===== src/rtl/riscv_pkg.sv =====
// rtl/riscv_pkg.sv - RV32I opcode and immediate-format constants shared by decode and imm_gen
package riscv_pkg;

    localparam logic [6:0] OPC_LOAD   = 7'b0000011;
    localparam logic [6:0] OPC_OP_IMM = 7'b0010011;
    localparam logic [6:0] OPC_STORE  = 7'b0100011;
    localparam logic [6:0] OPC_BRANCH = 7'b1100011;
    localparam logic [6:0] OPC_JAL    = 7'b1101111;
    localparam logic [6:0] OPC_JALR   = 7'b1100111;
    localparam logic [6:0] OPC_LUI    = 7'b0110111;
    localparam logic [6:0] OPC_AUIPC  = 7'b0010111;
    localparam logic [6:0] OPC_OP     = 7'b0110011;
    localparam logic [6:0] OPC_FENCE  = 7'b0001111;
    localparam logic [6:0] OPC_SYSTEM = 7'b1110011;

    localparam logic [2:0] IMM_SEL_I = 3'd0;
    localparam logic [2:0] IMM_SEL_S = 3'd1;
    localparam logic [2:0] IMM_SEL_B = 3'd2;
    localparam logic [2:0] IMM_SEL_J = 3'd3;
    localparam logic [2:0] IMM_SEL_U = 3'd4;

    typedef struct packed {
        logic [2:0] imm_sel;
        logic       illegal;
        logic [4:0] rd;
        logic [4:0] rs1;
        logic [4:0] rs2;
    } predecode_t;

endpackage


===== src/rtl/inst_predecode.sv =====
// rtl/inst_predecode.sv - combinational opcode pre-decode: immediate format, legality, register fields
module inst_predecode
    import riscv_pkg::*;
(
    input  logic [31:0] inst,
    output predecode_t  dec
);

    always_comb begin
        dec         = '0;
        dec.rd      = inst[11:7];
        dec.rs1     = inst[19:15];
        dec.rs2     = inst[24:20];
        dec.imm_sel = IMM_SEL_I;
        dec.illegal = 1'b0;
        // every listed opcode ends in 2'b11, so compressed/invalid low bits fall to default
        case (inst[6:0])
            OPC_LOAD, OPC_OP_IMM, OPC_JALR,
            OPC_FENCE, OPC_SYSTEM, OPC_OP: dec.imm_sel = IMM_SEL_I;
            OPC_STORE:                     dec.imm_sel = IMM_SEL_S;
            OPC_BRANCH:                    dec.imm_sel = IMM_SEL_B;
            OPC_JAL:                       dec.imm_sel = IMM_SEL_J;
            OPC_LUI, OPC_AUIPC:            dec.imm_sel = IMM_SEL_U;
            default:                       dec.illegal = 1'b1;
        endcase
    end

endmodule


===== src/rtl/inst_decode_stage.sv =====
// rtl/inst_decode_stage.sv - registered IF/ID stage with 2-entry skid buffer and opcode pre-decode
module inst_decode_stage
    import riscv_pkg::*;
#(
    parameter int PC_WIDTH = 32
) (
    input  logic                clk,
    input  logic                resetn,
    input  logic                flush,
    input  logic                in_valid,
    output logic                in_ready,
    input  logic [PC_WIDTH-1:0] in_pc,
    input  logic [31:0]         in_inst,
    output logic                out_valid,
    input  logic                out_ready,
    output logic [PC_WIDTH-1:0] out_pc,
    output logic [31:0]         out_inst,
    output logic [2:0]          out_imm_sel,
    output logic [4:0]          out_rd,
    output logic [4:0]          out_rs1,
    output logic [4:0]          out_rs2,
    output logic                out_illegal
);

    typedef struct packed {
        logic [PC_WIDTH-1:0] pc;
        logic [31:0]         inst;
        predecode_t          dec;
    } entry_t;

    predecode_t in_dec;
    entry_t     in_entry;
    entry_t     m_data;
    entry_t     s_data;
    logic       m_valid;
    logic       s_valid;
    logic       in_fire;
    logic       m_free;

    inst_predecode u_predecode (
        .inst (in_inst),
        .dec  (in_dec)
    );

    assign in_entry = '{pc: in_pc, inst: in_inst, dec: in_dec};
    assign in_fire  = in_valid && in_ready && !flush;
    assign m_free   = !m_valid || out_ready;

    // data registers load only on a real transfer so outputs never toggle while idle
    always_ff @(posedge clk or negedge resetn) begin
        if (!resetn) begin
            m_valid  <= 1'b0;
            s_valid  <= 1'b0;
            in_ready <= 1'b1;
            m_data   <= '0;
            s_data   <= '0;
        end else if (flush) begin
            m_valid  <= 1'b0;
            s_valid  <= 1'b0;
            in_ready <= 1'b1;
        end else if (m_free) begin
            if (s_valid) begin
                m_data  <= s_data;
                m_valid <= 1'b1;
                s_valid <= in_fire;
                in_ready <= !in_fire;
                if (in_fire) begin
                    s_data <= in_entry;
                end
            end else begin
                m_valid  <= in_fire;
                in_ready <= 1'b1;
                if (in_fire) begin
                    m_data <= in_entry;
                end
            end
        end else begin
            if (in_fire) begin
                s_data   <= in_entry;
                s_valid  <= 1'b1;
                in_ready <= 1'b0;
            end
        end
    end

    assign out_valid   = m_valid;
    assign out_pc      = m_data.pc;
    assign out_inst    = m_data.inst;
    assign out_imm_sel = m_data.dec.imm_sel;
    assign out_rd      = m_data.dec.rd;
    assign out_rs1     = m_data.dec.rs1;
    assign out_rs2     = m_data.dec.rs2;
    assign out_illegal = m_data.dec.illegal;

endmodule

===== config.mk =====
export PLATFORM = sky130hd
export DESIGN_NAME = inst_decode_stage
export DESIGN_NICKNAME = d
export VERILOG_FILES = /design/src/rtl/riscv_pkg.sv /design/src/rtl/inst_predecode.sv /design/src/rtl/inst_decode_stage.sv
export SDC_FILE = /design/constraint.sdc
export NUM_CORES = 1
export LEC_CHECK = 0
export BUFFER_PORTS_ARGS = -buffer_cell sky130_fd_sc_hd__buf_2
export CAP_MARGIN = 20
export CORE_MARGIN = 2
export CORE_UTILIZATION = 40
export DETAILED_ROUTE_END_ITERATION = 7
export SLEW_MARGIN = 10
export SYNTH_ARGS = -nofsm -noshare
export SYNTH_HDL_FRONTEND = slang
export SYNTH_SLANG_ARGS = --single-unit

===== constraint.sdc =====
create_clock -name clk -period 2.1 [get_ports clk]
set_clock_uncertainty 0.15 [all_clocks]
set_input_delay 0.21 -clock clk [delete_from_list [all_inputs] [get_ports clk]]
set_output_delay 0.21 -clock clk [all_outputs]
set_load 0.01 [all_outputs]

Word-level counts from Yosys, hierarchy flattened
Cells that the tools add are included.

cells by class
  reduce and logical (&&, ||, !) cells = 13
  bitwise operators = 1
  muxes and demuxes = 18
  equality and inequality tests = 12

operators by type and width
  kind                                                                   number
  83-bit two-way mux                                                     5
  7-bit equality test, second input constant                             4
  7-bit by 6-bit equality test with 1-bit output, second input constant  3
  7-bit by 5-bit equality test with 1-bit output, second input constant  2
  1-bit two-way mux                                                      12
  3-bit one-hot mux with 4 select lines                                  1
  11-bit OR reduction                                                    1
  7-bit by 2-bit equality test with 1-bit output, second input constant  1
  7-bit by 4-bit equality test with 1-bit output, second input constant  1
  2-bit nonzero test                                                     2
  1-bit zero test                                                        3
  3-bit AND reduction                                                    1
  3-bit nonzero test                                                     1
  1-bit logical AND                                                      2
  2-bit inequality test, second input constant                           1
  2-bit AND reduction                                                    1
  2-bit OR reduction                                                     1
  1-bit logical OR                                                       1
  1-bit inverter                                                         1

word-level totals
  bits in registers = 169
  output and inout port bits = 85
  logic and storage cells = 61
  input port bits = 69

Longest topological paths before layout
Gate-level depths: netlist (run 1).

  depth after elaboration = 6
  depth in mapped cells = 7
  mapped depth without buffers = 4

Cells and area by module
From an unflattened synthesis (run 1), not the netlist that was laid out.

unflattened totals
  cells, all modules = 489
  area, all modules = 7523.5 um^2

by module, submodules not included
  module             area each (um^2)  times used  sequential area each (um^2)  cells each
  inst_decode_stage  7309.5            1           4230.3                       457
  inst_predecode     214.0             1           0.0                          32

Least setup slack after synthesis (run 1)
Ideal clock, no wire load.

  path kind = reg2reg
  from = reg in_ready
  to = reg m_data, in the netlist out_illegal
  data arrival time = 1.391 ns
  clock period less this slack = 1.669 ns
  setup time = 0.128 ns
  required time = 1.822 ns
  path buffers = 2
  path slack = 0.431 ns
  stages on the path, launching flop included = 7
  path through = dfstp_2 > a21oi_1 > nor3b_1 > buf_2 > buf_2 > mux2i_1 > o21ai_1

on the way
  word-level cells in the longest chain between the ends = 4

ends and longest elaborated chain
  what                                  RTL line                 text
  start: declaration                    inst_decode_stage.sv:11  output logic in_ready,
  start signal: assignment              inst_decode_stage.sv:66  in_ready <= !in_fire;
  1-bit logical AND (2 in a row)        inst_decode_stage.sv:46  assign in_fire = in_valid && in_ready && !flush;
  2-bit nonzero test (no source line)   --
  3-bit AND reduction (no source line)  --
  end signal: assignment                inst_decode_stage.sv:63  m_data <= s_data;
  end signal: assignment                inst_decode_stage.sv:74  m_data <= in_entry;
  end: declaration                      inst_decode_stage.sv:33  entry_t m_data;

No other way between the ends.
A chain may end at the register's enable or synchronous reset.

Worst setup path after layout (run 1)
  from = reg in_ready
  to = reg s_data[59] in the netlist's numbering

on the way
  word-level cells in the longest chain between the ends = 5

ends and longest elaborated chain
  what                                RTL line                 text
  1-bit logical AND (*) (2 in a row)  inst_decode_stage.sv:46
  83-bit two-way mux (*)              --
  83-bit two-way mux                  --
  83-bit two-way mux (*)              --
  end signal: assignment              inst_decode_stage.sv:68  s_data <= in_entry;
  end signal: assignment              inst_decode_stage.sv:79  s_data <= in_entry;
  end: declaration                    inst_decode_stage.sv:34  entry_t s_data;

Mark *: on every way between the ends. The rest lies on a longest branch, timed or not. The select of a mux whose other input is x is not followed.

==> flow_summary_export.csv, run 1 <==
group,metric,value,unit
global_routing,grt_pass1_wl,24.5,mm
worst_setup_path,arrival,2.01,ns
global_routing,grt_max_degree,67,
outcome,outcome,"finished clean",
placement,dp_hpwl,9.46,mm
placement,placed_cells,928,
finish,fin_nets,895,
global_routing,grt_pass1_vias,4943,
sta,finalCritPeriodShare,86.1,%
sta,layout_min_cycle_time,1.81,ns
route,routed_via_density,4.81,
worst_setup_path,startpoint_type,"flop",
clock_tree,cts_max_level,4,
worst_setup_path,setup.worst_path.end_class,"flop",
logic_synthesis,ys_types,34,
pwr,ir_worst_vdd,0.583,mV
die,core,15000,um2
sta,setup_viol,0,
logic_synthesis,synth-seq-cells,139,
route,wirelength,14.6,mm
placement,place_congestion,0.796,
finish,final_cell_count_no_fill,1027,
route,drc_errors,0,
logic_synthesis,synth-seq-area-share,57.2,%
finish,diodes,0,
sta,setup_tns,0,ns
pwr,p_leak,3.84,nW
logic_synthesis,synthArstFlopShare,100,%
worst_hold_path,holdCritPathClass,"primary input to flop",
clock_tree,hold_buffers,67,
global_routing,antenna_found_initial,0,
die,die_h,127,um
pwr,power.density,967,nW/um2
route,first_iter_violations,176,
logic_synthesis,synth_edf_count,0,
worst_setup_path,worstPathMaxFanout,33,
clock_tree,post_cts_buffers,0,
die,initial_core_util,40.5,%
finish,drive_gt1_share,24.2,%
die,rows,45,
clock_tree,cts_tree,"done",
finish,final_cell_mix,"nand2_1, buf_2, dfrtp_1",
worst_setup_path,crit_required,2.30,ns
finish,fill_cells,1349,
logic_synthesis,syn_area,6090,um2
clock_tree,clkLatencyLatePin,0.41,ns
route,dr_total_vias,4941,
clock_tree,clkSinkCount,139,
sta,tightest_slew,0.596,ns
global_routing,gr-total-overflow,0,
logic_synthesis,avgSynthCellArea,9.71,um2
die,die_x,127,um
sta,fmax,0.553,GHz
logic_synthesis,yosysTopAreaCell,"dfrtp_1",
logic_synthesis,yosys_warnings,0,
clock_tree,postCtsResizedCells,0,
logic_synthesis,syn_nets,696,
global_routing,grt_use_total,19.1,%
route,firstDrtPassIters,4,
finish,layout_commonest_cell,"nand2_1",
logic_synthesis,synth_area_leaders,"dfrtp_1, nand2_1, mux2i_1",
clock_tree,cts_root_buf,"clkbuf_16",
route,postRouteAntennaNets,0,
sta,rsz0062_at_grt,"false",
route,post_drt_wl_per_cell,14.3,um
flow_run,max_cap_viol_count,0,
sta,slew_viol_final,0,
worst_setup_path,crit_type,"flop to flop",
clock_tree,numCtsBuffers,17,
sta,hold_violations,0,
sta,max-slew-margin-rel,60.3,%
clock_tree,cts.clk_slew.worst_paths,0.06,ns
placement,portBuffers,153,
logic_synthesis,synth_top_area_share,56.7,%
die,pin_count,154,
die,die-area,16200,um2
logic_synthesis,syn-instance-count,627,
clock_tree,cts_buffer_depth,2,
logic_synthesis,synthFlopType,"dfrtp_1",
finish,syn2layout_area_growth,33.6,%
==> cells in the mapped netlist (3+ instances only) <==
cell	n
buf_4	20
o211ai_1	3
o21ai_1	5
o21a_1	3
nand3_1	3
buf_2	27
a21oi_1	66
mux2i_1	65
nor2_1	66
dfrtp_1	138
buf_6	6
nand2_1	203
==> power by group <==
group          leakage, nW  total, mW  internal, mW  switching [mW]
Combinational         1.91       1.47         0.676           0.799
Sequential            1.65       3.61          3.27           0.338
Clock                0.274       2.79          1.71            1.08
Total                 3.84       7.87          5.65            2.21
==> metal layers <==
metal / global-route usage, % / share of wire (%) / vias to the layer above
met5: 0 / 0 / -
met4: 7.43 / 1.4 / 0
met3: 4.56 / 4.0 / 18
met2: 31.3 / 49 / 129
met1: 24.5 / 45 / 2361
li1: - / - / 2433
==> final cells by class <==
class / count / area [um2] / share of cell area [%]
clock buffer: 24 / 482 / 5.92
clock inverter: 8 / 67.6 / 0.831
inverter: 2 / 7.51 / 0.0923
multi-input combinational: 432 / 2250 / 27.7
sequential: 139 / 3480 / 42.8
tap: 188 / 235 / 2.89
timing repair buffer: 234 / 1610 / 19.8
==> logic make-up after synthesis <==
group,count (synthesis),synth area share (%)
XOR/XNOR,1,0.144
adder cells (fa/ha/maj),1,0.164
AND/OR/NAND/NOR,281,18.0
buffers and inverters,56,5.98
AO/OA/AOI/OAI,83,7.67
multiplexers,66,10.9
flip-flops,139,57.2
==> stage by stage <==
stage / setup WS (ns) / util, % / hold slack, ns / cell area (um2) / power (mW)
floorplan: 0.431 / - / -0.236 / 6090 / 4.45
global placement: 0.353 / 46.0 / 0.0820 / 6920 / 4.97
detailed placement: 0.295 / 46.0 / 0.0913 / 6920 / 5.04
CTS: 0.265 / 54.1 / 0.0188 / 8140 / 7.97
global route: 0.117 / 54.1 / 0.0410 / 8140 / 8.33
finish: 0.291 / 54.1 / 0.0432 / 8140 / 7.87
==> registers in the layout, indices dropped and copies added, names as in the netlist <==
name and count:
s_data 68, out_inst 32, out_pc 32, out_imm_sel 3, in_ready 1, out_illegal 1
out_valid 1, s_valid 1
==> worst max-delay path, stage by stage (launching register included) <==
cell and delay (ns):
dfstp_2 0.56, nand2_1 0.14, a211oi_4 0.29, buf_4 0.40
nand2_1 0.11, nand2_1 0.08
==> path summary, 6_finish.rpt <==
kind	startpoint	end	depth (start not counted)	slack (ns)
min	out_ready	out_valid	3	0.04
max in group asynchronous	resetn	s_data[51]	3	0.91
min reg2reg	s_data[1]	s_data[1]	2	0.32
min in group asynchronous	resetn	out_inst[17]	2	0.21
max	in_ready	s_data[59]	5	0.29
max reg2reg	in_ready	s_data[59]	5	0.29
Power figures use the tool's default switching activity.
==> run 2, diff against run 1 <==
==> constraint.sdc (replaced) <==
create_clock -name clk -period 1.91 [get_ports clk]
set_clock_uncertainty 0.15 [all_clocks]
set_input_delay 0.191 -clock clk [delete_from_list [all_inputs] [get_ports clk]]
set_output_delay 0.191 -clock clk [all_outputs]
set_load 0.01 [all_outputs]
==> run 2 against run 1 <==
- die area unchanged
- combinational power rose by 11%
- first-iteration DRC count is 38% higher
- power rose by 14%
==> flow_summary_export.csv, run 2 (synthesis results as in run 1) <==
group,metric,value,unit
clock_tree,post_cts_buffers,0,
sta,hold_violations,0,
route,firstDrtPassIters,4,
pwr,p_clk_share,37.9,%
sta,rsz0062_at_grt,"false",
pwr,ir_worst_vdd,0.620,mV
placement,dp_slack,0.118,ns
die,initial_core_util,40.5,%
die,die-area,16200,um2
pwr,total_power,9.01,mW
finish,final_area,8250,um2
worst_setup_path,startpoint_type,"flop",
clock_tree,cts.clk_slew.worst_paths,0.06,ns
sta,worst_slack,0.106,ns
finish,syn2layout_area_growth,35.5,%
die,die_h,127,um
die,die_x,127,um
worst_setup_path,arrival,1.95,ns
clock_tree,clkSinkCount,139,
pwr,switching_share,27.4,%
sta,setup_viol,0,
placement,portBuffers,153,
finish,largest_reg_flops,68,
finish,layout_commonest_cell,"nand2_1",
pwr,p_comb_share,18.1,%
worst_setup_path,rr_endpoint,"s_data[45]",
global_routing,gr-total-overflow,0,
die,rows,45,
finish,fill_cells,1295,
route,drc_errors,0,
sta,max-slew-margin-rel,60.9,%
global_routing,grt_pass1_wl,24.0,mm
worst_hold_path,holdCritPathClass,"primary input to flop",
worst_setup_path,crit_required,2.05,ns
clock_tree,cts_tree,"done",
clock_tree,cts_root_buf,"clkbuf_16",
worst_setup_path,crit_type,"flop to flop",
route,postRouteAntennaNets,0,
global_routing,grt_max_degree,71,
sta,finalCritPeriodShare,94.4,%
finish,fin_nets,895,
route,routed_via_density,4.84,
worst_setup_path,reg2reg_from,"in_ready",
worst_hold_path,min_path_cells,3,
worst_setup_path,setup.worst_path.end_class,"flop",
route,wirelength,14.5,mm
worst_setup_path,worstPathMaxFanout,33,
sta,tightest_slew,0.586,ns
sta,fmax,0.554,GHz
worst_hold_path,min_from,"out_ready",
finish,drive_gt1_share,24.4,%
sta,setup_tns,0,ns
pwr,internal_power,6.54,mW
global_routing,grt_use_total,18.7,%
clock_tree,numCtsBuffers,17,
finish,final_cell_mix,"nand2_1, buf_2, dfrtp_1",
global_routing,antenna_found_initial,0,
pwr,p_sw,2.47,mW
clock_tree,cts_buffer_depth,2,
global_routing,grt_pass1_vias,4898,
die,core,15000,um2
pwr,p_leak,3.87,nW
pwr,power.density,1090,nW/um2
worst_hold_path,min_to,"out_valid",
placement,placed_area,6950,um2
finish,diodes,0,
clock_tree,cts_max_level,4,
worst_setup_path,reg2reg_depth,5,
clock_tree,clkLatencyLatePin,0.41,ns
pwr,p_seq_share,44.0,%
flow_run,max_cap_viol_count,0,
die,pin_count,154,
finish,top_register,"s_data",
sta,layout_min_cycle_time,1.80,ns
route,first_iter_violations,243,
route,post_drt_wl_per_cell,14.1,um
worst_setup_path,reg2reg_slack,0.11,ns
sta,slew_viol_final,0,
route,dr_total_vias,4973,
outcome,outcome,"finished clean",
placement,dp_hpwl,9.47,mm
placement,place_congestion,0.796,
run 2: changes by cell type in the layout (fill, tap and decap cells not counted):
| cell | previous run | this run |
|---|---|---|
| clkinvlp_4 | 1 | 3 |
| clkinv_2 | 6 | 1 |
| clkbuf_8 | 3 | 4 |
| clkbuf_1 | 4 | 2 |
| clkinv_4 | 0 | 1 |
| buf_4 | 9 | 6 |
| buf_12 | 5 | 8 |
| inv_6 | 0 | 1 |
| bufinv_16 | 1 | 3 |
run 2: power groups by stage:
stage	registers (mW)	logic [mW]	clock network [mW]
floorplan	4.06	0.833	0
global placement	3.97	1.50	0
detailed placement	4.00	1.55	0
CTS	3.96	1.66	3.50
global route	4.03	1.84	3.65
finish	3.96	1.63	3.41
run 2: metal layers:
layer  GRT usage, %  wire length [um]
met1           24.1              6740
met2           30.8              6950
met3           4.90               624
met4           5.95               175
met5              0                 0
run 2: repair_timing:
action / in CTS / in global routing
hold buffers: 67 / 0
endpoints found under the hold margin: 179 / 0
resized for setup: 0 / 0
run 2: worst max-delay path: stages, from the launching register on:
cell and delay, ns:
dfstp_2 0.56, nand2_1 0.15, a211o_2 0.38, buf_4 0.27, nand2_1 0.12, nand2_1 0.06
run 2: final cells by class:
cell class	count	area, um2	area share [%]
Timing Repair Buffer	234	1650	20.0
Tap cell	188	235	2.85
Multi-Input combinational cell	432	2250	27.3
Clock inverter	9	135	1.64
Clock buffer	23	488	5.92
Sequential cell	139	3480	42.2
Inverter	2	7.51	0.0910
run 2: worst max-delay path by stage:
stage	end	from	cells past startpoint	slack, ns
detailed placement	s_data[50]	in_ready	5	0.12
CTS	s_data[45]	in_ready	5	0.09
finish	s_data[45]	in_ready	5	0.11
floorplan	out_illegal	in_ready	6	0.24
global placement	s_data[59]	in_ready	5	0.18
global route	out_inst[1]	in_ready	6	0.01
run 2: through the flow:
stage | utilization, % | hold slack [ns] | cells
CTS | 54.9 | 0.0132 | 1027
floorplan | - | -0.255 | 627
global placement | 46.3 | 0.0376 | 928
finish | 54.9 | 0.0475 | 1027
global route | 54.9 | 0.0351 | 1027
detailed placement | 46.3 | 0.0501 | 928
